--- config.mk ---
export PLATFORM = sky130hd
export DESIGN_NAME = uart_rx
export DESIGN_NICKNAME = d
export VERILOG_FILES = /design/src/rtl/uart_rx.sv
export SDC_FILE = /design/constraint.sdc
export NUM_CORES = 1
export LEC_CHECK = 0
export BUFFER_PORTS_ARGS = -buffer_cell sky130_fd_sc_hd__buf_2
export CORE_ASPECT_RATIO = 0.75
export CORE_MARGIN = 4
export CORE_UTILIZATION = 60
export CTS_CLUSTER_DIAMETER = 200
export CTS_CLUSTER_SIZE = 24
export DETAILED_ROUTE_END_ITERATION = 10
export MAX_ROUTING_LAYER = met4
export PLACE_DENSITY = 0.8
export SLEW_MARGIN = 20
export SYNTH_ARGS = -nofsm -noshare
export SYNTH_HDL_FRONTEND = slang
export SYNTH_SLANG_ARGS = --single-unit
--- constraint.sdc ---
create_clock -name clk -period 3.9 [get_ports clk]
set_clock_uncertainty 0.05 [all_clocks]
set_input_delay 0.78 -clock clk [delete_from_list [all_inputs] [get_ports clk]]
set_output_delay 0.78 -clock clk [all_outputs]
set_load 0.01 [all_outputs]
--- src/rtl/uart_rx.sv ---
// uart_rx: 8N1 serial receiver, LSB first, idle-high line.
//
// The asynchronous rx line is passed through a two-flop synchronizer and every
// decision is taken on the synchronized copy (rx_s). A falling edge on rx_s
// starts a frame. The start bit is re-checked half a bit later to reject
// glitches. The data bits and the stop bit are then sampled once per bit
// period, near the bit centre.
//
// Ports:
//   clk         - sole clock, rising edge
//   rst         - synchronous active-high reset
//   rx          - asynchronous serial input, idle high
//   data_o      - last correctly framed byte, held between valid_o pulses
//   valid_o     - one-cycle pulse when data_o is updated
//   frame_err_o - one-cycle pulse when the stop bit samples low
//   busy_o      - high whenever the receiver is not idle
module uart_rx #(
  parameter int CLOCKS_PER_BAUD = 868
) (
  input  logic       clk,
  input  logic       rst,
  input  logic       rx,
  output logic [7:0] data_o,
  output logic       valid_o,
  output logic       frame_err_o,
  output logic       busy_o
);

  localparam int CNT_W = $clog2(CLOCKS_PER_BAUD);
  localparam logic [CNT_W-1:0] HALF_LAST = CNT_W'(CLOCKS_PER_BAUD / 2 - 1);
  localparam logic [CNT_W-1:0] BIT_LAST  = CNT_W'(CLOCKS_PER_BAUD - 1);

  typedef enum logic [2:0] {
    IDLE,
    START,
    DATA,
    STOP,
    WAIT_HIGH
  } state_t;

  state_t           state;
  logic [CNT_W-1:0] cnt;
  logic [2:0]       idx;
  logic [7:0]       shift;
  logic             rx_meta;
  logic             rx_s;

  // Synchronizer stage: both flops reset to the idle (high) line level so that
  // leaving reset never looks like a start-bit edge.
  always_ff @(posedge clk) begin
    if (rst) begin
      rx_meta <= 1'b1;
      rx_s    <= 1'b1;
    end else begin
      rx_meta <= rx;
      rx_s    <= rx_meta;
    end
  end

  // Data shift stage: only bits that were sampled inside a frame reach data_o,
  // so this register needs no reset.
  always_ff @(posedge clk) begin
    if (state == DATA && cnt == BIT_LAST) begin
      shift[idx] <= rx_s;
    end
  end

  // Control stage: frame sequencing and registered outputs.
  always_ff @(posedge clk) begin
    if (rst) begin
      state       <= IDLE;
      cnt         <= '0;
      idx         <= '0;
      data_o      <= 8'h00;
      valid_o     <= 1'b0;
      frame_err_o <= 1'b0;
      busy_o      <= 1'b0;
    end else begin
      valid_o     <= 1'b0;
      frame_err_o <= 1'b0;
      unique case (state)
        IDLE: begin
          cnt <= '0;
          if (!rx_s) begin
            state  <= START;
            busy_o <= 1'b1;
          end
        end

        // Half a bit after the edge the line must still be low, otherwise the
        // edge was a glitch. From here on whole-bit counts land on bit centres.
        START: begin
          if (cnt == HALF_LAST) begin
            cnt <= '0;
            idx <= '0;
            if (rx_s) begin
              state  <= IDLE;
              busy_o <= 1'b0;
            end else begin
              state <= DATA;
            end
          end else begin
            cnt <= cnt + 1'b1;
          end
        end

        // idx wraps from 7 back to 0 as the last data bit is taken.
        DATA: begin
          if (cnt == BIT_LAST) begin
            cnt <= '0;
            idx <= idx + 3'd1;
            if (idx == 3'd7) begin
              state <= STOP;
            end
          end else begin
            cnt <= cnt + 1'b1;
          end
        end

        // A good stop bit returns straight to IDLE. This lets the start bit of
        // a back-to-back frame be seen without an idle gap.
        STOP: begin
          if (cnt == BIT_LAST) begin
            cnt <= '0;
            if (rx_s) begin
              data_o  <= shift;
              valid_o <= 1'b1;
              state   <= IDLE;
              busy_o  <= 1'b0;
            end else begin
              frame_err_o <= 1'b1;
              state       <= WAIT_HIGH;
            end
          end else begin
            cnt <= cnt + 1'b1;
          end
        end

        // A held-low line (break) is reported once. After that the receiver
        // waits for the line to go high.
        WAIT_HIGH: begin
          if (rx_s) begin
            state  <= IDLE;
            busy_o <= 1'b0;
          end
        end

        default: begin
          state  <= IDLE;
          busy_o <= 1'b0;
        end
      endcase
    end
  end

endmodule

==> run summary, run 1 <==
The analysis attributes to cell leakage a power of 0.6433 nW. The number of gates given a new drive strength after cts is 0. The synthesized area per cell is 9.546 µm². The multi-input combinational cell area came out at 897.1 µm².

The worst hold path belongs to the class reg -> reg. The number of failing hold endpoints at the final stage is 0. In the synthesized netlist the dominant register cell turns out to be dfxtp_1. The net count of the mapped netlist came out at 196. The initial core utilization is 65.78%. The clock buffer count from CTS came out at 5.

In this run the critical register-to-register path is launched from cnt[0]. The critical path starts at cnt[0]. By area, the combinational part of the netlist is dominated by simple AND/OR/NAND/NOR gates. The total overflow left after global routing is 0. The post-synthesis cell count came out at 189. The antenna violation net count after detailed routing is 0. The max-cap check violation count came out at 0. The number of rows created at floorplan came out at 16. TritonCTS built the clock tree. The worst setup path is captured at a flop. The largest fanout on the critical path came out at 9.

The floorplan core area came out at 2743 µm². By startpoint and endpoint, the worst setup path is classified as reg -> reg. Summing the areas of all fa, ha and maj instances in the mapped netlist gives 2.774% of the synthesized area.

Entering global routing, the biggest net connects 32 pins. Pin placement for this block handled 14 I/O pins. The worst slack on hold paths is 0.3647 ns. The clock insertion delay at the later pin of the skew report came out at 0.29 ns. The top cell types in the final layout, fill and taps aside, are dfxtp_1, nor2_1, nand2_1, buf_2, a21oi_1. IR analysis of the VDD net gives a maximum drop of 0.2974 mV. Of the available clock period, the critical path in the final layout requires 54.91%. The DRC violation count after routing came out at 0. The total number of vias is 1472. On the worst path, the slowest cell contributes a delay of 0.68 ns.

The largest buffer count on any clock path came out at 2. The horizontal die dimension came out at 71.32 µm. The deepest level of the CTS H-tree is 2.

The critical path goes through ha_1, nand4bb_1, nor4_4, mux2i_1, nor2_1. The growth of design area from synthesis to finish came out at 6.727%. The tree is rooted in a clkbuf_8. The number of iterations in the first detailed-routing pass came out at 4. The normalized max-slew margin came out at 50.93%. Dividing the detail-routed wire length by the instance count gives 15.61 µm. The achievable clock frequency came out at 466.9 MHz. The fraction of registers with async set/reset came out at 0%. Yosys printed 0 warnings. Summing the areas of all xor and xnor instances in the mapped netlist gives 0% of the synthesized area.

The weighted congestion reported at the end of routability-driven placement came out at 0.8834. The first global-routing pass estimated 6216 µm of wire. Setup repair after global routing left no endpoint under its margin.

The initial detailed-routing violation count came out at 83. The power density normalized to cell area is 351.2 nW/µm². The die height came out at 55.49 µm. Buffers added to address setup during post-CTS repair amount to 0. The die area is 3958 µm². The register-to-register setup slack came out at 1.76 ns. The number of I/O port buffers came out at 13.

STA classifies the critical path startpoint as a flop. The setup TNS came out at 0 ns. The commonest non-fill, non-tap cell in the layout is dfxtp_1. The number of flip-flops and latches in the synthesized netlist is 37. The number of enable flip-flop cells after synthesis is 8. The count of pins over their slew limit is 0. The number of filler cells placed in the layout is 205. The synthesized cell area is 1804 µm². The proportion of synthesized area in mux cells is 4.438%. The number of antenna diodes came out at 0. The portion of the post-synthesis area used by sequential elements is 45.49%. Dividing the detail-routed via count by the number of cells gives 6.291. The critical path data required time is 4.01 ns. The HPWL after detailed placement is 2466 µm. The simple-gate share of the synthesized area is 26.84%. The via count of the first global-routing pass is 1367. Subtracting the final worst setup slack from the clock period gives 2.142 ns. After the last flow step, the layout net total stands at 204.

The synthesized netlist devotes 14.84% of its cell area to compound gates. Setup violations remaining at the end of the flow were counted as 0. Clock tree synthesis found a total of 37 sinks.

The all-layer global routing usage came out at 20.02%. The area occupied by registers came out at 820.8 µm². The initial antenna violation count was 0.

The number of library cell types mapped by synthesis is 51. Of the cells placed in the final design, the portion with a size suffix greater than 1 is 16.67%. The clock-pin slew reported for the worst setup and hold paths after clock tree synthesis came out at 0.07 ns. The sum of routed wire length over all layers is 3652 µm.

The worst endpoint data arrival time came out at 2.25 ns. The flow ran to the end, and the final reports show no timing, DRC or antenna violations. In this run the most critical hold path is launched from rx_meta. For this design, the CTS-stage hold fixing added 0 buffers. The pin slew with the least headroom to its limit came out at 0.7306 ns. The worst-path cell with the longest stage delay is nor4_4.
-- cells in the mapped netlist, drive strengths merged, types with 2 or more instances --
library cell | instances | area share [%]
a211oi | 2 | 0.83
a21oi | 11 | 3.1
and2 | 4 | 1.5
and4 | 2 | 1.0
buf | 8 | 4.0
clkbuf | 4 | 0.97
dfxtp | 29 | 32
edfxtp | 8 | 13
ha | 4 | 2.8
inv | 3 | 0.62
mux2i | 8 | 4.4
nand2 | 18 | 3.7
nand2b | 3 | 1.0
nand3 | 7 | 1.9
nand4 | 6 | 2.1
nand4b | 3 | 1.5
nor2 | 21 | 4.4
nor3 | 8 | 2.5
nor4 | 3 | 1.0
o2111ai | 2 | 1.3
o21a | 2 | 0.83
o21ai | 2 | 0.55
o221ai | 2 | 1.3
o22ai | 6 | 2.1
o31a | 2 | 0.97
or2 | 3 | 1.2
or3 | 3 | 1.0
-- flip-flops by register name, indices dropped and copies added, names as in the netlist --
name,flops
frame_err_o,1
cnt,10
busy_o,1
data_o,8
shift,8
rx_s,1
idx,3
state,3
rx_meta,1
valid_o,1
-- path summary, 6_finish.rpt --
path	endpoint	cells after the start
max	data_o[6]	5
max reg2reg	data_o[6]	5
min reg2reg	rx_s	1
min	rx_s	1
-- per-layer routing --
layer / vias to the layer above / routed length (µm) / track usage, % / part of all wire, %
li1: 713 / - / - / -
met1: 688 / 1608 / 24.55 / 44
met2: 64 / 1678 / 31.68 / 46
met3: 7 / 310 / 5.254 / 8.5
met4: 0 / 55 / 7.239 / 1.5
met5: - / 0 / - / 0
-- layout make-up --
cell class	count	share of cell area, %
well taps	36	2.339
clock buffers	5	3.574
flip-flops and latches	37	42.63
multi-input cells	137	46.59
clock inverters	3	0.9097
repair buffers	13	3.379
inverters	3	0.5848
-- stage by stage --
stage / setup slack [ns] / total power, mW / cells / utilization, % / area (µm²)
detailed placement: 1.548 / 0.4238 / 226 / 66.74 / 1831
global placement: 1.652 / 0.4225 / 226 / 66.74 / 1831
global route: 1.619 / 0.6976 / 234 / 70.21 / 1926
CTS: 1.428 / 0.6801 / 234 / 69.89 / 1917
floorplan: 2.193 / 0.4202 / 189 / - / 1804
finish: 1.758 / 0.6762 / 234 / 70.21 / 1926
-- worst max-delay path: cells and delay by family (launching register included) --
kind / cells / cell delay, ns
flip-flops: 1 / 0.42
adder cells (fa/ha/maj): 1 / 0.26
AND/OR/NAND/NOR: 3 / 0.98
multiplexers: 1 / 0.30
-- power by group --
| part | leakage [nW] | internal (mW) | switching, mW |
|---|---|---|---|
| clock network | 0.0439 | 0.123 | 0.138 |
| registers | 0.305 | 0.393 | 0.00484 |
| logic | 0.295 | 0.00606 | 0.0112 |
| total | 0.643 | 0.522 | 0.154 |
-- logic make-up after synthesis --
kind of cell    after synthesis
flops                        37
fa+ha+maj                     4
buf+inv                      15
compound gates               36
mux                           8
simple gates                 89
No activity file was read; power rests on OpenSTA's default activity.
==> run 2: changes to the inputs <==
CORE_UTILIZATION = 58   (was 60)
PLACE_DENSITY = 0.77   (was 0.8)
clock period = 2.1 ns   (was 3.9 ns; I/O delays follow)
==> run summary, run 2 (synthesized netlist as in run 1, its figures left out) <==
The run finished with clean final reports. TritonCTS built the clock tree. The via count of the first global-routing pass was 1379 (+0.88%).

The type of the most critical hold path is in -> reg. The initial antenna violation count came to 0 (unchanged). The count of pins over their slew limit was 0 (unchanged). The number of I/O port buffers is 13 (unchanged).

The number of gates given a new drive strength after cts is 0 (unchanged). The largest buffer count on any clock path came out at 2 (unchanged). The initial core utilization was 61.02% (-4.8 points). The flip-flop count of the largest register, all copies and words added was 10 (unchanged).

The worst setup path is launched from a flop. The antenna violation net count after detailed routing came to 0 (unchanged). The worst slack on hold paths came out at 0.2618 ns (-0.1028 ns). The largest individual stage delay along the critical path comes from the cell dfxtp_1.

The DRC violation count after routing came out at 0 (unchanged). The total grt overflow is 0 (unchanged). The clock insertion delay at the later pin of the skew report came to 0.28 ns (about the same). The worst endpoint data arrival time came out at 2.10 ns (-0.15 ns).

The I/O pin total is 14 (unchanged). More flip-flops sit in one register than any other, and that register is cnt. The beginning of the critical path is cnt[0].

The setup TNS came to 0 ns (unchanged). The library cell used most frequently in the layout, excluding fill and tap cells, is dfxtp_1. The number of setup buffers added after CTS is 0 (unchanged).

The signal on the critical path passes through ha_1, nand4bb_1, nor3_1, a311oi_1, a2111oi_2. The stage delay of the slowest cell on the critical path is 0.43 ns (-0.25 ns). The number of antenna diodes came out at 0 (unchanged). In this run the critical register-to-register path is launched from cnt[0]. The termination of the worst setup path is state[0].

The clock period minus final worst setup slack was 1.972 ns (-0.1693 ns). The power density normalized to cell area is 686.7 nW/µm² (+96%). The register-to-register setup slack came to 0.13 ns (-1.63 ns). The fraction of final layout cells sized beyond drive strength 1 is 18.63% (+2.0 points).

The deepest level of the CTS H-tree came out at 2 (unchanged). The hold buffer count at cts came out at 0 (unchanged). The number of nets in the finished design came out at 210 (+2.9%).

The final core utilization is 67.16% (-3.0 points). The pin slew with the least headroom to its limit is 0.5748 ns (-0.1558 ns). The horizontal die dimension is 72.40 µm (+1.5%). In the layout the commonest cells are dfxtp_1, nor2_1, nand2_1, buf_2, a21oi_1. The normalized max-slew margin came to 61.68% (+11 points). The achievable clock frequency is 507.0 MHz (+8.6%). The static leakage is 0.6837 nW (+6.3%). The total number of vias was 1462 (-0.68%). The worst-case vdd ir drop came out at 0.5161 mV (+74%).

The critical path data required time came out at 2.23 ns (-1.78 ns). The largest fanout on the critical path is 6 (-3). The max-cap check violation count is 0 (unchanged). The weighted congestion reported at the end of routability-driven placement is 0.8132 (-7.9%). The detailed placer's ending HPWL is 2515 µm (+2.0%).

The detail-routed net length per standard cell is 15.14 µm (-3.0%). In this run the critical register-to-register path is captured at state[0]. The number of rows created at floorplan is 17 (+1). The final cycle utilization of the critical path came to 93.92% (+39 points). The average vias per placed instance came out at 6.041 (-4.0%). The area growth from synthesis to layout is 10.06%. The initial detailed-routing violation count came out at 160 (+93%). The number of failing hold endpoints at the final stage came out at 0 (unchanged).

Setup repair after global routing left no endpoint under its margin. The die area came out at 4076 µm² (+3.0%). The largest registers in the layout are cnt (10), data_o (8), shift (8). The clock-pin slew reported for the worst setup and hold paths after clock tree synthesis came out at 0.07 ns (about the same).

The worst-case reg-to-reg path depth came to 5 (unchanged). The total clock sinks came out at 37 (unchanged). The die height is 56.30 µm (+1.5%). The cell sitting at the root of the clock tree is a clkbuf_8. The count of endpoints failing setup in the final report is 0 (unchanged). The pin count of the biggest net entering global routing is 32 (unchanged).

The floorplan core area came out at 2957 µm² (+7.8%). The all-layer global routing usage came to 21.08% (+1.1 points). The critical path is of the reg -> reg type. The clock buffer count from CTS came out at 5 (unchanged). The sum of routed wire length over all layers is 3664 µm (+0.33%).

The type of element capturing the critical path is a flop. The number of iterations in the first detailed-routing pass is 4 (unchanged). The first-pass GRT wire length came out at 6492 µm (+4.4%).
run 2: cell types whose count changed in the layout (fill, tap and decap cells not counted):
cell / change
clkbuf_1: +1
nor4_2: +1
o311a_1: -1
o311a_2: +1
buf_4: +6
bufinv_16: +1
clkinvlp_4: -1
clkinv_1: +1
nor4_4: -1
clkinv_2: -2
run 2: area by class of cell:
type,count,area [µm²]
clock buffers,6,72.57
multi-input cells,137,889.6
fillers,244,970.9
inverters,3,11.26
well taps,38,47.55
flip-flops and latches,37,820.8
clock inverters,2,33.78
repair buffers,19,110.1
run 2: metrics by stage:
| stage | instance area [µm²] | std cells | power (mW) | setup WS (ns) |
|---|---|---|---|---|
| after floorplan | 1804 | 189 | 0.7803 | 0.3928 |
| after global placement | 1878 | 234 | 0.7891 | 0.2936 |
| after detailed placement | 1878 | 234 | 0.7922 | 0.1606 |
| after CTS | 1984 | 242 | 1.375 | 0.1326 |
| after global routing | 1986 | 242 | 1.422 | 0.01296 |
| final | 1986 | 242 | 1.364 | 0.1278 |
run 2: power breakdown:
part	total [mW]	switching, mW	internal, mW
Sequential	0.734	0.00397	0.730
Combinational	0.0425	0.0278	0.0146
Clock	0.587	0.237	0.350
Total	1.36	0.269	1.09
run 2: worst max-delay path, delay by kind of cell, from the launching register on:
kind	cells	cell delay, ns
adder cells (fa/ha/maj)	1	0.27
AO/OA/AOI/OAI	2	0.54
flip-flops	1	0.43
AND/OR/NAND/NOR	2	0.57
run 2: how the worst min path moves through the flow:
stage,from,end,slack (ns),cells after the start
CTS,rx,rx_meta,0.26,2
floorplan,rx_meta,rx_s,0.34,1
finish,rx,rx_meta,0.26,2
detailed placement,rx_meta,rx_s,0.35,1
global placement,rx_meta,rx_s,0.35,1
global route,rx,rx_meta,0.26,2
run 2: metal layers:
layer / vias up / GRT usage [%] / share of wire [%]
met2: 33 / 30.87 / 45
met1: 702 / 28.86 / 48
li1: 723 / - / -
met3: 4 / 5.367 / 5.1
met4: 0 / 6.053 / 0.85
met5: - / - / 0
==> run 3: changes to the inputs <==
CORE_UTILIZATION = 60   (was 58)
PLACE_DENSITY = 0.8   (was 0.77)
clock period = 2.5 ns   (was 2.1 ns; I/O delays follow)
==> run summary, run 3 (synthesized netlist as in run 1, its figures left out) <==
The run finished with clean final reports. The sequential fraction of design power is 60.2% (+6.4 points). The final critical-path setup slack came out at 0.5346 ns (+0.4069 ns).

The final cycle utilization of the critical path was 78.61% (-15 points). The cell area reported after detailed placement is 1853 µm² (-1.3%). The initial detailed-routing violation count came to 96 (-40%). The number of iterations in the first detailed-routing pass is 4 (unchanged). The number of setup buffers added after CTS is 0 (unchanged). The number of antenna diodes came to 0 (unchanged). Clock tree synthesis selected as its root buffer the cell clkbuf_8. The pin slew with the least headroom to its limit is 0.5973 ns (+0.02250 ns). The largest buffer count on any clock path is 2 (unchanged). The switching part of the total power is 20.39% (+0.68 points). The critical path is of the reg -> reg type.

The cell area after layout came out at 1933 µm² (-2.6%). The largest register by flop count is cnt. STA classifies the critical path startpoint as a flop. The final core utilization came out at 70.48% (+3.3 points). The achievable clock frequency was 508.8 MHz (+0.35%). The number of rows created at floorplan came out at 16 (-1). The sum of routed wire length over all layers came out at 3552 µm (-3.1%). The count of endpoints failing setup in the final report was 0 (unchanged). The antenna violation net count after detailed routing is 0 (unchanged).

The count of pins over their slew limit is 0 (unchanged). The initial antenna violation count came out at 0 (unchanged). The power density normalized to cell area is 531.1 nW/µm² (-23%). The via count of the first global-routing pass came out at 1317 (-4.5%). The worst endpoint data arrival time is 2.08 ns (-0.02 ns). The critical path data required time is 2.62 ns (+0.39 ns). The horizontal die dimension is 71.32 µm (-1.5%). The total grt overflow is 0 (unchanged).

The number of filler cells placed in the layout came out at 216 (-11%). The initial core utilization is 65.78% (+4.8 points). The number of gates given a new drive strength after cts came out at 0 (unchanged).

The detail-routed net length per standard cell came out at 14.99 µm (-1.0%). The total instance count after detailed placement came out at 229 (-2.1%). The net switching component of the power came out at 0.2094 mW (-22%). The worst-case setup slack after placement came out at 0.5830 ns (+0.4224 ns).

The max-cap check violation count came out at 0 (unchanged). The number of nets in the finished design came out at 207 (-1.4%). The floorplan core area came out at 2743 µm² (-7.2%). The clock-pin slew reported for the worst setup and hold paths after clock tree synthesis is 0.07 ns (about the same). TritonCTS built the clock tree. The worst slack on hold paths came out at 0.3520 ns (+0.09013 ns).

The growth of design area from synthesis to finish came out at 7.143%. The average vias per placed instance came out at 6.110 (+1.1%). The tightest min-delay check is of the in -> reg type. The hold buffer count at cts is 0 (unchanged). The commonest non-fill, non-tap cell in the layout is dfxtp_1. The number of standard cells in the final layout excluding fillers is 237 (-2.1%).

The pin count of the biggest net entering global routing came out at 32 (unchanged). The static leakage came out at 0.6545 nW (-4.3%). The first-pass GRT wire length is 5975 µm (-8.0%). The clock buffer count from CTS came out at 5 (unchanged).

Setup repair after global routing left no endpoint under its margin. In the final layout, the registers with the most flip-flops are cnt (10), data_o (8), shift (8). The detailed placer's ending HPWL came out at 2453 µm (-2.4%). The die area is 3958 µm² (-2.9%). The number of I/O port buffers came to 13 (unchanged). The fraction of final layout cells sized beyond drive strength 1 is 16.42% (-2.2 points). The weighted congestion reported at the end of routability-driven placement is 0.8677 (+6.7%). The DRC violation count after routing came to 0 (unchanged). The number of failing hold endpoints at the final stage is 0 (unchanged). The type of element capturing the critical path is a flop. The largest fanout on the critical path was 6 (unchanged). The clock period minus final worst setup slack came out at 1.965 ns (-0.006890 ns). The total clock sinks came out at 37 (unchanged). The part of the total power dissipated in combinational logic is 3.0% (about the same). The die height came out at 55.49 µm (-1.4%).

The flip-flop count of the largest register, all copies and words added is 10 (unchanged). The all-layer global routing usage is 19.29% (-1.8 points). The normalized max-slew margin is 60.05% (-1.6 points).

The deepest level of the CTS H-tree came out at 2 (unchanged). The clock insertion delay at the later pin of the skew report came to 0.28 ns (about the same). The library cells used most frequently in the layout, excluding fill and tap cells, are dfxtp_1, nor2_1, nand2_1, buf_2, a21oi_1. The worst-case vdd ir drop came out at 0.3979 mV (-23%). The clock power share is 36.8% (-6.3 points). The I/O pin total is 14 (unchanged). The overall power consumption came out at 1.027 mW (-25%). The setup TNS is 0 ns (unchanged). The internal cell power came out at 0.8173 mW (-25%).

The total number of vias is 1448 (-0.96%).
==> run 3: changes by cell type in the layout (fill, tap and decap cells not counted), sizes merged <==
| cell | delta |
|---|---|
| buf | -3 |
| bufinv | -1 |
| clkbuf | +1 |
==> run 3: path summary, 6_finish.rpt <==
kind | start | endpoint | slack [ns] | depth (start not counted)
hold reg to reg | rx_meta | rx_s | 0.37 | 1
hold / removal | rx | rx_meta | 0.35 | 2
setup / recovery | cnt[0] | state[0] | 0.53 | 5
setup reg to reg | cnt[0] | state[0] | 0.53 | 5
==> run 3: layer usage <==
metal | GRT usage [%] | vias to the layer above | part of all wire, %
met3 | 5.797 | 6 | 7.8
met1 | 25.79 | 665 | 47
met2 | 27.49 | 56 | 44
met5 | - | - | 0
met4 | 6.971 | 0 | 1.2
li1 | - | 721 | -
==> run 3: layout make-up <==
| class | count | area [µm²] | area share (%) |
|---|---|---|---|
| clock inverter | 1 | 3.754 | 0.1942 |
| timing repair buffer | 16 | 87.58 | 4.531 |
| clock buffer | 7 | 76.32 | 3.948 |
| tap | 36 | 45.04 | 2.330 |
| inverter | 3 | 11.26 | 0.5825 |
| sequential | 37 | 820.8 | 42.46 |
| multi-input combinational | 137 | 888.4 | 45.95 |
==> run 3: worst max-delay path: stages, from the launching register on <==
cell and delay (ns):
dfxtp_1 0.42, ha_1 0.27, nand4bb_1 0.20, nor3_1 0.35, a311oi_1 0.19, a2111oi_2 0.38
==> run 3: power groups by stage <==
stage,Clock [mW],Combinational (mW),Sequential [mW]
global placement,0,0.0292,0.631
finish,0.378,0.0306,0.618
floorplan,0,0.0245,0.631
detailed placement,0,0.0303,0.632
global route,0.420,0.0338,0.619
CTS,0.397,0.0304,0.618
